File: config.mk
export PLATFORM = sky130hd
export DESIGN_NAME = serial_log_fpmul
export DESIGN_NICKNAME = d
export VERILOG_FILES = /design/src/rtl/serial_log_fpmul_pkg.sv /design/src/rtl/log_fpmul_core.sv /design/src/rtl/serial_log_fpmul.sv
export SDC_FILE = /design/constraint.sdc
export NUM_CORES = 1
export LEC_CHECK = 0
export CORE_MARGIN = 10
export CORE_UTILIZATION = 57
export DETAILED_ROUTE_END_ITERATION = 6
export HOLD_SLACK_MARGIN = 0.12
export PLACE_DENSITY_LB_ADDON = 0.25
export SLEW_MARGIN = 10
export SYNTH_ARGS = -nofsm -noshare
export SYNTH_HDL_FRONTEND = slang
export SYNTH_SLANG_ARGS = --single-unit
File: constraint.sdc
create_clock -name clk -period 5.3 [get_ports clk]
set_clock_uncertainty 0.15 [all_clocks]
set_input_delay 1.59 -clock clk [delete_from_list [all_inputs] [get_ports clk]]
set_output_delay 1.59 -clock clk [all_outputs]
set_load 0.01 [all_outputs]
File: src/rtl/serial_log_fpmul_pkg.sv
// Shared types, flag positions and format helpers for the serial
// logarithmic floating-point multiplier.
package serial_log_fpmul_pkg;

  typedef enum logic [1:0] {
    LOAD = 2'd0,
    CALC = 2'd1,
    SEND = 2'd2
  } state_e;

  // Bit positions inside flags = {nan, inf, zero, ovf_or_unf}
  localparam int FLAG_NAN  = 3;
  localparam int FLAG_INF  = 2;
  localparam int FLAG_ZERO = 1;
  localparam int FLAG_OU   = 0;

  function automatic int bias(input int exp_w);
    return (1 << (exp_w - 1)) - 1;
  endfunction

  function automatic int n_beats(input int w, input int bus_w);
    return (w + bus_w - 1) / bus_w;
  endfunction

  // Canonical quiet NaN: sign 0, exponent all ones, mantissa MSB set.
  function automatic logic [63:0] canon_nan(input int exp_w, input int man_w);
    return (((64'd1 << exp_w) - 64'd1) << man_w) | (64'd1 << (man_w - 1));
  endfunction

endpackage

File: src/rtl/log_fpmul_core.sv
// Combinational Mitchell multiplier: adds the biased exponent/mantissa
// fields as one fixed-point log value and resolves IEEE special cases.
module log_fpmul_core
  import serial_log_fpmul_pkg::*;
#(
  parameter int EXP_W = 5,
  parameter int MAN_W = 10,
  parameter int COMP  = 44
) (
  input  logic [EXP_W+MAN_W:0] a,
  input  logic [EXP_W+MAN_W:0] b,
  input  logic                 mode,
  output logic [EXP_W+MAN_W:0] result,
  output logic [3:0]           flags
);

  localparam int W  = 1 + EXP_W + MAN_W;
  localparam int SW = EXP_W + MAN_W + 2;
  localparam logic signed [SW-1:0] BIAS_SH = SW'(bias(EXP_W)) << MAN_W;
  localparam logic signed [SW-1:0] INF_TH  = SW'((1 << EXP_W) - 1) << MAN_W;
  localparam logic signed [SW-1:0] COMP_S  = SW'(COMP);
  localparam logic signed [SW-1:0] S_ZERO  = '0;
  localparam logic [63:0]          NAN_PAT = canon_nan(EXP_W, MAN_W);
  localparam logic [EXP_W-1:0]     EXP_ONES = '1;

  logic [EXP_W-1:0] ea, eb;
  logic [MAN_W-1:0] ma, mb;
  logic sign;
  logic a_nan, b_nan, a_inf, b_inf, a_zero, b_zero;
  logic signed [SW-1:0] s;

  assign {ea, ma} = a[EXP_W+MAN_W-1:0];
  assign {eb, mb} = b[EXP_W+MAN_W-1:0];
  assign sign     = a[W-1] ^ b[W-1];

  assign a_nan  = (ea == EXP_ONES) && (ma != '0);
  assign b_nan  = (eb == EXP_ONES) && (mb != '0);
  assign a_inf  = (ea == EXP_ONES) && (ma == '0);
  assign b_inf  = (eb == EXP_ONES) && (mb == '0);
  // Subnormals flush to zero, so only the exponent matters here.
  assign a_zero = (ea == '0);
  assign b_zero = (eb == '0);

  always_comb begin
    result = '0;
    flags  = '0;
    s = $signed({2'b00, a[EXP_W+MAN_W-1:0]}) + $signed({2'b00, b[EXP_W+MAN_W-1:0]})
        - BIAS_SH + (mode ? COMP_S : S_ZERO);
    if (a_nan || b_nan || (a_inf && b_zero) || (a_zero && b_inf)) begin
      result          = NAN_PAT[W-1:0];
      flags[FLAG_NAN] = 1'b1;
    end else if (a_inf || b_inf) begin
      result          = {sign, EXP_ONES, {MAN_W{1'b0}}};
      flags[FLAG_INF] = 1'b1;
    end else if (a_zero || b_zero) begin
      result           = {sign, {(W-1){1'b0}}};
      flags[FLAG_ZERO] = 1'b1;
    end else if (s <= S_ZERO) begin
      result           = {sign, {(W-1){1'b0}}};
      flags[FLAG_ZERO] = 1'b1;
      flags[FLAG_OU]   = 1'b1;
    end else if (s >= INF_TH) begin
      result          = {sign, EXP_ONES, {MAN_W{1'b0}}};
      flags[FLAG_INF] = 1'b1;
      flags[FLAG_OU]  = 1'b1;
    end else begin
      result = {sign, s[EXP_W+MAN_W-1:0]};
    end
  end

endmodule

File: src/rtl/serial_log_fpmul.sv
// Beat-serial wrapper around log_fpmul_core: loads A/B LSB beat first,
// computes in one cycle, then streams the result back out.
//
// Handshake: a beat moves on any rising edge where valid and ready are
// both high; the producer holds data stable while valid is high and
// ready is low, and ready never depends combinationally on valid.
module serial_log_fpmul
  import serial_log_fpmul_pkg::*;
#(
  parameter int EXP_W = 5,
  parameter int MAN_W = 10,
  parameter int BUS_W = 8,
  parameter int COMP  = 44
) (
  input  logic             clk,
  input  logic             rst,
  input  logic             in_valid,
  output logic             in_ready,
  input  logic [BUS_W-1:0] a_beat,
  input  logic [BUS_W-1:0] b_beat,
  input  logic             mode,
  output logic             out_valid,
  input  logic             out_ready,
  output logic [BUS_W-1:0] out_beat,
  output logic             out_last,
  output logic [3:0]       flags,
  output logic [1:0]       dbg_state
);

  localparam int W       = 1 + EXP_W + MAN_W;
  localparam int N_BEATS = n_beats(W, BUS_W);
  localparam int CW      = (N_BEATS > 1) ? $clog2(N_BEATS) : 1;
  localparam int RW      = N_BEATS * BUS_W;
  localparam logic [CW-1:0] LAST = CW'(N_BEATS - 1);

  state_e          state_q, state_d;
  logic [CW-1:0]   cnt_q;
  logic [W-1:0]    a_q, b_q;
  logic            mode_q;
  logic [RW-1:0]   res_q;
  logic [3:0]      flags_q;
  logic [W-1:0]    core_res;
  logic [3:0]      core_flags;
  logic            in_fire, out_fire;

  log_fpmul_core #(
    .EXP_W (EXP_W),
    .MAN_W (MAN_W),
    .COMP  (COMP)
  ) u_core (
    .a      (a_q),
    .b      (b_q),
    .mode   (mode_q),
    .result (core_res),
    .flags  (core_flags)
  );

  always_comb begin
    state_d   = state_q;
    in_ready  = 1'b0;
    out_valid = 1'b0;
    case (state_q)
      LOAD: begin
        in_ready = 1'b1;
        if (in_valid && cnt_q == LAST) state_d = CALC;
      end
      CALC: state_d = SEND;
      SEND: begin
        out_valid = 1'b1;
        if (out_ready && cnt_q == LAST) state_d = LOAD;
      end
      default: state_d = LOAD;
    endcase
  end

  assign in_fire  = in_valid & in_ready;
  assign out_fire = out_valid & out_ready;

  always_ff @(posedge clk) begin
    if (rst) state_q <= LOAD;
    else     state_q <= state_d;
  end

  always_ff @(posedge clk) begin
    if (rst) begin
      cnt_q   <= '0;
      a_q     <= '0;
      b_q     <= '0;
      mode_q  <= 1'b0;
      res_q   <= '0;
      flags_q <= '0;
    end else begin
      if (in_fire) begin
        // Only bits below W are kept; padding in the last beat is dropped.
        for (int i = 0; i < W; i++) begin
          if (i / BUS_W == int'(cnt_q)) begin
            a_q[i] <= a_beat[i % BUS_W];
            b_q[i] <= b_beat[i % BUS_W];
          end
        end
        if (cnt_q == '0) mode_q <= mode;
        cnt_q <= (cnt_q == LAST) ? '0 : cnt_q + 1'b1;
      end
      if (state_q == CALC) begin
        res_q   <= RW'(core_res);
        flags_q <= core_flags;
      end
      if (out_fire) cnt_q <= (cnt_q == LAST) ? '0 : cnt_q + 1'b1;
    end
  end

  assign out_beat  = (state_q == SEND) ? res_q[int'(cnt_q)*BUS_W +: BUS_W] : '0;
  assign out_last  = (state_q == SEND) && (cnt_q == LAST);
  assign flags     = flags_q;
  assign dbg_state = state_q;

endmodule
==> results by group <==
Timing
  – Count of final hold-check violations: 0
  – Number of pins with negative max-slew slack in the final report: 0
  – Setup repair after global routing missed its margin: no
  – Endpoints failing setup: 0
  – Smallest setup slack after layout: between 1 and 1.5 ns
  – Fmax achieved: 0.253 GHz
  – Slew at the pin closest to its max-slew limit: just under 0.7 ns
  – Crit path time final: around 4 ns
  – Share of the clock period used by the worst path: 0.745
  – Setup total negative slack: 0 ns
  – Remaining max-slew budget at the tightest pin: 0.545

Die
  – Initial cell density of the core: 0.584
  – Die Outline Area: a little over 0.01 mm^2
  – Area of the placeable core: about 0.0063 mm^2
  – Number of rows created at floorplan: 29
  – # IOs: 38
  – Chip Height: approximately 100 um
  – Horiz. Die Dim: about 100 um

Synth
  – Count of flip-flops with a built-in enable after synthesis: 0
  – Leading area contributor after synthesis: sky130_fd_sc_hd__dfxtp_1
  – Yosys synthesis warning count: 0
  – Distinct cell type count after synthesis: 71
  – Post-synthesis cell count: 464
  – Post-Syn Nets: between 500 and 600
  – Proportion of synthesized chip area in sequential cells: 0.302
  – Mean area per synthesized cell: roughly 8 um^2
  – Synth Register Bits: 56
  – Top-area cell type share of the netlist area: 0.302
  – Share of async-settable or async-resettable flops after synthesis: 0
  – Top cells by area in the synthesized netlist: sky130_fd_sc_hd__dfxtp_1, sky130_fd_sc_hd__nand2_1, sky130_fd_sc_hd__a21oi_1, sky130_fd_sc_hd__ha_1, sky130_fd_sc_hd__nor2_1
  – Post-synthesis instance area: about 0.0037 mm^2
  – Most used DFF post-synth: sky130_fd_sc_hd__dfxtp_1

Drt
  – DRC Markers: 0
  – Wire length reported by the detailed router: about 9500 um
  – Detailed-route wire length per cell: 16.8 um
  – Routed via count: roughly 3500
  – Number of iterations in the first detailed-routing pass: 5
  – Count of nets left with antenna violations after detail routing: 0
  – Iteration-0 DRC Markers: ~190
  – Detail-routed via count per cell: 6.20

Global routing
  – First-pass GRT wire length: between 15000 and 20000 um
  – Via count of the first global-routing pass: between 3000 and 4000
  – GRT overflow: 0
  – Global Route Usage Sum: 0.185
  – Pin count of the biggest net entering global routing: between 40 and 50
  – Initial antenna violation count: 0

Power and ir drop
  – Power Dens Cells: 219 mW/mm^2
  – Static leakage power: ~1.6 nW
  – Final total power: a little over 900 uW
  – VDD IR max: approximately 0.17 mV

Place
  – Post-place setup slack: approximately 1.4 ns
  – Weighted congestion reported at the end of routability-driven placement: between 0.9 and 1
  – Sum of net half-perimeters after detailed placement: about 7600 um
  – Count of port buffers added during placement: 37

CTS
  – TritonCTS clock tree: yes
  – Total of hold buffers inserted after clock tree synthesis: 0
  – Clock transition at the register clock pins on the worst setup and hold paths after CTS: between 0.1 and 0.15 ns
  – Number of buffers inserted by post-CTS setup repair: 0
  – Level count of the clock H-tree: 2
  – Cts bufs inserted: 5
  – Clock root buffer: sky130_fd_sc_hd__clkbuf_8
  – Clk Latency, worst-skew pair: around 0.31 ns
  – Max Buffers Root-to-Sink: 2
  – Number of gates given a new drive strength after cts: 0
  – Clk sink count: 56

Layout
  – Ratio of cells with drive above 1 in the final layout: 0.0694
  – Total of fill cells in the finished design: about 550
  – Synthesis-to-finish area growth: 13.1%
  – Most used cells in the layout excluding fill and tap cells: sky130_fd_sc_hd__nand2_1, sky130_fd_sc_hd__dfxtp_1, sky130_fd_sc_hd__a21oi_1
  – Antenna Diode Count: 0
  – Final net count: 530
  – Most frequent standard cell in the layout excluding fill and tap cells: sky130_fd_sc_hd__nand2_1

Critical path
  – CP Cell Sequence: ha_1 > fa_1 > xor2_1 > ha_1 > inv_1 > fa_1 > inv_1 > a41oi_2 > nor3_1 > nand4_1 > or4_1 > o211a_2 > o221ai_4 > a211oi_1
  – Worst Setup End Kind: flop
  – Worst path bufs/invs: 2
  – Crit path max-delay cell type: sky130_fd_sc_hd__or4_1
  – Worst endpoint required time: 5.34 ns
  – Type of the worst setup path: reg2reg
  – Critical path fanouts, max: 6
  – Kind of cell adding the most delay to the critical path: adder cells
  – Critical Path AT: 3.99 ns
  – Crit-path max cell delay: 0.45 ns
  – Kind of start point of the critical path: flop

Outcome
  – Run status: finished clean

Hold path
  – Worst Hold Class: reg2reg

Run
  – Max-cap viol count: 0
## final timing paths
kind | start | slack [ns] | to | cells after the start
setup / recovery | a_q[0] | 1.35 | res_q[11] | 14
hold / removal | flags[2] | 0.31 | flags[2] | 2
setup reg to reg | a_q[0] | 1.35 | res_q[11] | 14
hold reg to reg | flags[2] | 0.31 | flags[2] | 2
## layout make-up
class / instances / area [um^2] / area share
Inverter: 13 / 48.8 / 0.0116
Clock inverter: 2 / 16.3 / 0.00388
Sequential cell: 56 / 1120 / 0.267
Tap cell: 77 / 96.3 / 0.0230
Timing Repair Buffer: 39 / 385 / 0.0919
Multi-Input combinational cell: 374 / 2450 / 0.585
Clock buffer: 6 / 72.6 / 0.0173
## stage by stage
| step | instances | hold slack, ns | utilization | area [um^2] |
|---|---|---|---|---|
| 4_1_cts | 567 | 0.318 | 0.660 | 4190 |
| 3_3_place_gp | 559 | 0.290 | 0.647 | 4110 |
| 2_1_floorplan | 464 | 0.298 | - | 3710 |
| 5_1_grt | 567 | 0.355 | 0.660 | 4190 |
| 6_report | 567 | 0.312 | 0.660 | 4190 |
| 3_5_place_dp | 559 | 0.298 | 0.647 | 4110 |
## worst register-to-register path, cell delays in order (launching register included)
cell,delay (ns)
sky130_fd_sc_hd__dfxtp_1,0.34
sky130_fd_sc_hd__ha_1,0.24
sky130_fd_sc_hd__fa_1,0.43
sky130_fd_sc_hd__xor2_1,0.16
sky130_fd_sc_hd__ha_1,0.18
sky130_fd_sc_hd__inv_1,0.05
sky130_fd_sc_hd__fa_1,0.35
sky130_fd_sc_hd__inv_1,0.15
sky130_fd_sc_hd__a41oi_2,0.20
sky130_fd_sc_hd__nor3_1,0.41
sky130_fd_sc_hd__nand4_1,0.13
sky130_fd_sc_hd__or4_1,0.45
sky130_fd_sc_hd__o211a_2,0.31
sky130_fd_sc_hd__o221ai_4,0.21
sky130_fd_sc_hd__a211oi_1,0.07
## logic make-up after synthesis
family | count (synthesis) | synth area share
compound gates | 147 | 0.296
xor+xnor | 18 | 0.0425
fa+ha+maj | 20 | 0.0715
buf+inv | 34 | 0.0361
flops | 56 | 0.302
mux | 9 | 0.0243
simple gates | 180 | 0.227
## per-layer routing
metal,track usage,up-vias,share of wire,routed length (um)
li1,-,1757,-,-
met1,0.221,1637,0.42,4020
met2,0.325,103,0.50,4770
met3,0.0370,16,0.058,552
met4,0.0522,0,0.019,178
met5,0,-,0,0
## Yosys cell counts, types with 6 or more instances
master / n
sky130_fd_sc_hd__nand3_1: 15
sky130_fd_sc_hd__or2_2: 6
sky130_fd_sc_hd__dfxtp_1: 56
sky130_fd_sc_hd__o211ai_1: 7
sky130_fd_sc_hd__inv_1: 13
sky130_fd_sc_hd__mux2i_1: 9
sky130_fd_sc_hd__nor2_1: 34
sky130_fd_sc_hd__xor2_1: 7
sky130_fd_sc_hd__ha_1: 18
sky130_fd_sc_hd__and3_1: 9
sky130_fd_sc_hd__nand2_1: 81
sky130_fd_sc_hd__a22o_1: 9
sky130_fd_sc_hd__a21o_1: 10
sky130_fd_sc_hd__o21ai_0: 10
sky130_fd_sc_hd__a211oi_1: 13
sky130_fd_sc_hd__xnor2_1: 11
sky130_fd_sc_hd__a21oi_1: 51
sky130_fd_sc_hd__clkbuf_1: 14
sky130_fd_sc_hd__nor3_1: 6
sky130_fd_sc_hd__nor4_1: 8
## sequential cells by signal, summed over array words and instances, names as in the netlist
name and flops:
a_q 16, b_q 16, res_q 16, flags 4, dbg_state 2, cnt_q 1
mode_q 1
## where the power goes
part           leakage (nW)  internal [mW]  total, mW  switching (mW)
Sequential            0.455          0.439      0.459          0.0205
Clock                0.0414         0.0944      0.232           0.138
Combinational          1.14         0.0922      0.226           0.134
Power figures use the tool's default switching activity.
==> patch, RTL diff (same flow settings) <==
Put one more register stage on the output `dbg_state`, cleared by the reset. The value now appears one clock later. The other outputs are not delayed to match.
--- a/src/rtl/serial_log_fpmul.sv
+++ b/src/rtl/serial_log_fpmul.sv
@@ -114,3 +114,9 @@
   assign flags     = flags_q;
-  assign dbg_state = state_q;
+  always_ff @(posedge clk) begin
+    if (rst) begin
+      dbg_state <= '0;
+    end else begin
+      dbg_state <= state_q;
+    end
+  end
 
Check against the original RTL: not equivalent (a bounded check fails within 4 cycles, from zero or initial values and one cycle with rst high).
==> patch against the original RTL <==
  * Die area hardly changed
  * First-iteration DRC count is 19% lower
  * Design area up 2.1%
  * Wire length is 1.7% lower
  * Setup slack worse by 0.60 ns
  * Sequential power rose by 3%
  * Non-clock buffer count up 1
  * Area after synthesis down 0.10%
  * Global-route usage grew 0.11 points
  * Sequential cell count grew 2
  * Final cell count increased by 2.8%
  * Synthesized cell count grew 0.86%
  * Total power is 15% higher
  * Critical endpoint is now res_q[4]
  * Largest cell class unchanged
  * Highest routed layer unchanged
==> patch: results (changes against the original RTL) <==
cp_slowest_stage_delay_ns: 0.54  # was 0.45 ns
dr.pass1.iters: 4  # was 5
power_leakage_nw: 1.603  # was 1.637 nW
worstHoldEndpoint: "res_q[3]"  # was flags[2]
p_comb_share_pct: 22.1  # was 24.7%
use_met3_pct: 4.664  # was 3.704%
reg2reg_to: "res_q[4]"  # was res_q[11]
min-delay-start: "res_q[3]"  # was flags[2]
clock_latency_ns: 0.34  # was 0.31 ns
tightest_slew_ns: 1.048  # was 0.6800 ns
placed_cell_area_sq_um: 4121  # was 4105 sq um
htree_levels: 3  # was 2
hpwlAfterDp_mm: 7.282  # was 7.593 mm
wl_met1_mm: 4.171  # was 4.016 mm
synthMuxAreaShare_pct: 2.972  # was 2.429%
syn_nets: 509  # was 505
r2r-start: "a_q[1]"  # was a_q[0]
p_switching_mw: 0.3387  # was 0.2928 mW
seq_area_frac_synth_pct: 31.34  # was 30.23%
arrival_ns: 4.59  # was 3.99 ns
internal_power_mw: 0.7163  # was 0.6253 mW
r2r_slack_ns: 0.75  # was 1.35 ns
ir_worst_vdd_mv: 0.2037  # was 0.1745 mV
share_seq_of_total_power_pct: 45.1  # was 50.0%
synth.distinct_cells: 67  # was 71
status: "finished, final reports clean"  # unchanged
grt_pass1_wl_mm: 15.45  # was 15.74 mm
synth_compound_area_share_pct: 23.88  # was 29.59%
routabilityCongestion: 0.8860  # was 0.9198
grt_util_all_layers_pct: 18.61  # was 18.50%
cpLargestDelayFamily: "compound AO/OA/AOI/OAI gates"  # was adder cells
crit_slowest_cell: "nor2b_1"  # was or4_1
synthXorXnorAreaFrac_pct: 5.167  # was 4.251%
grt_max_degree: 39  # was 41
use_met1_pct: 21.93  # was 22.08%
grt_pass1_vias: 3328  # was 3381
[patch: final cells by class]
cell class | instances | area, sq um
multi-input combinational | 385 | 2445
fill | 559 | 2066
sequential | 58 | 1161
timing repair buffer | 40 | 392.9
clock buffer | 11 | 131.4
tap | 77 | 96.34
clock inverter | 5 | 31.28
inverter | 7 | 26.28
[patch: per-stage QoR]
stage                     hold WS [ns]  worst slack, ns  instances  utilization (%)
final                           0.2987           0.7515        583            67.47
after global routing            0.3127           0.3454        583            67.47
after CTS                       0.3030           0.7678        583            67.47
after detailed placement        0.2943           0.7790        567            64.91
after global placement          0.2850           0.9663        567            64.91
after floorplan                 0.2745            1.457        468                -
[patch: worst max-delay path by stage]
stage,endpoint,depth (start not counted),slack (ns),startpoint
finish,res_q[4],14,0.75,a_q[1]
global route,res_q[5],14,0.35,a_q[1]
CTS,res_q[4],14,0.77,a_q[1]
detailed placement,res_q[4],14,0.78,a_q[1]
global placement,res_q[4],14,0.97,a_q[1]
floorplan,res_q[12],14,1.46,a_q[1]
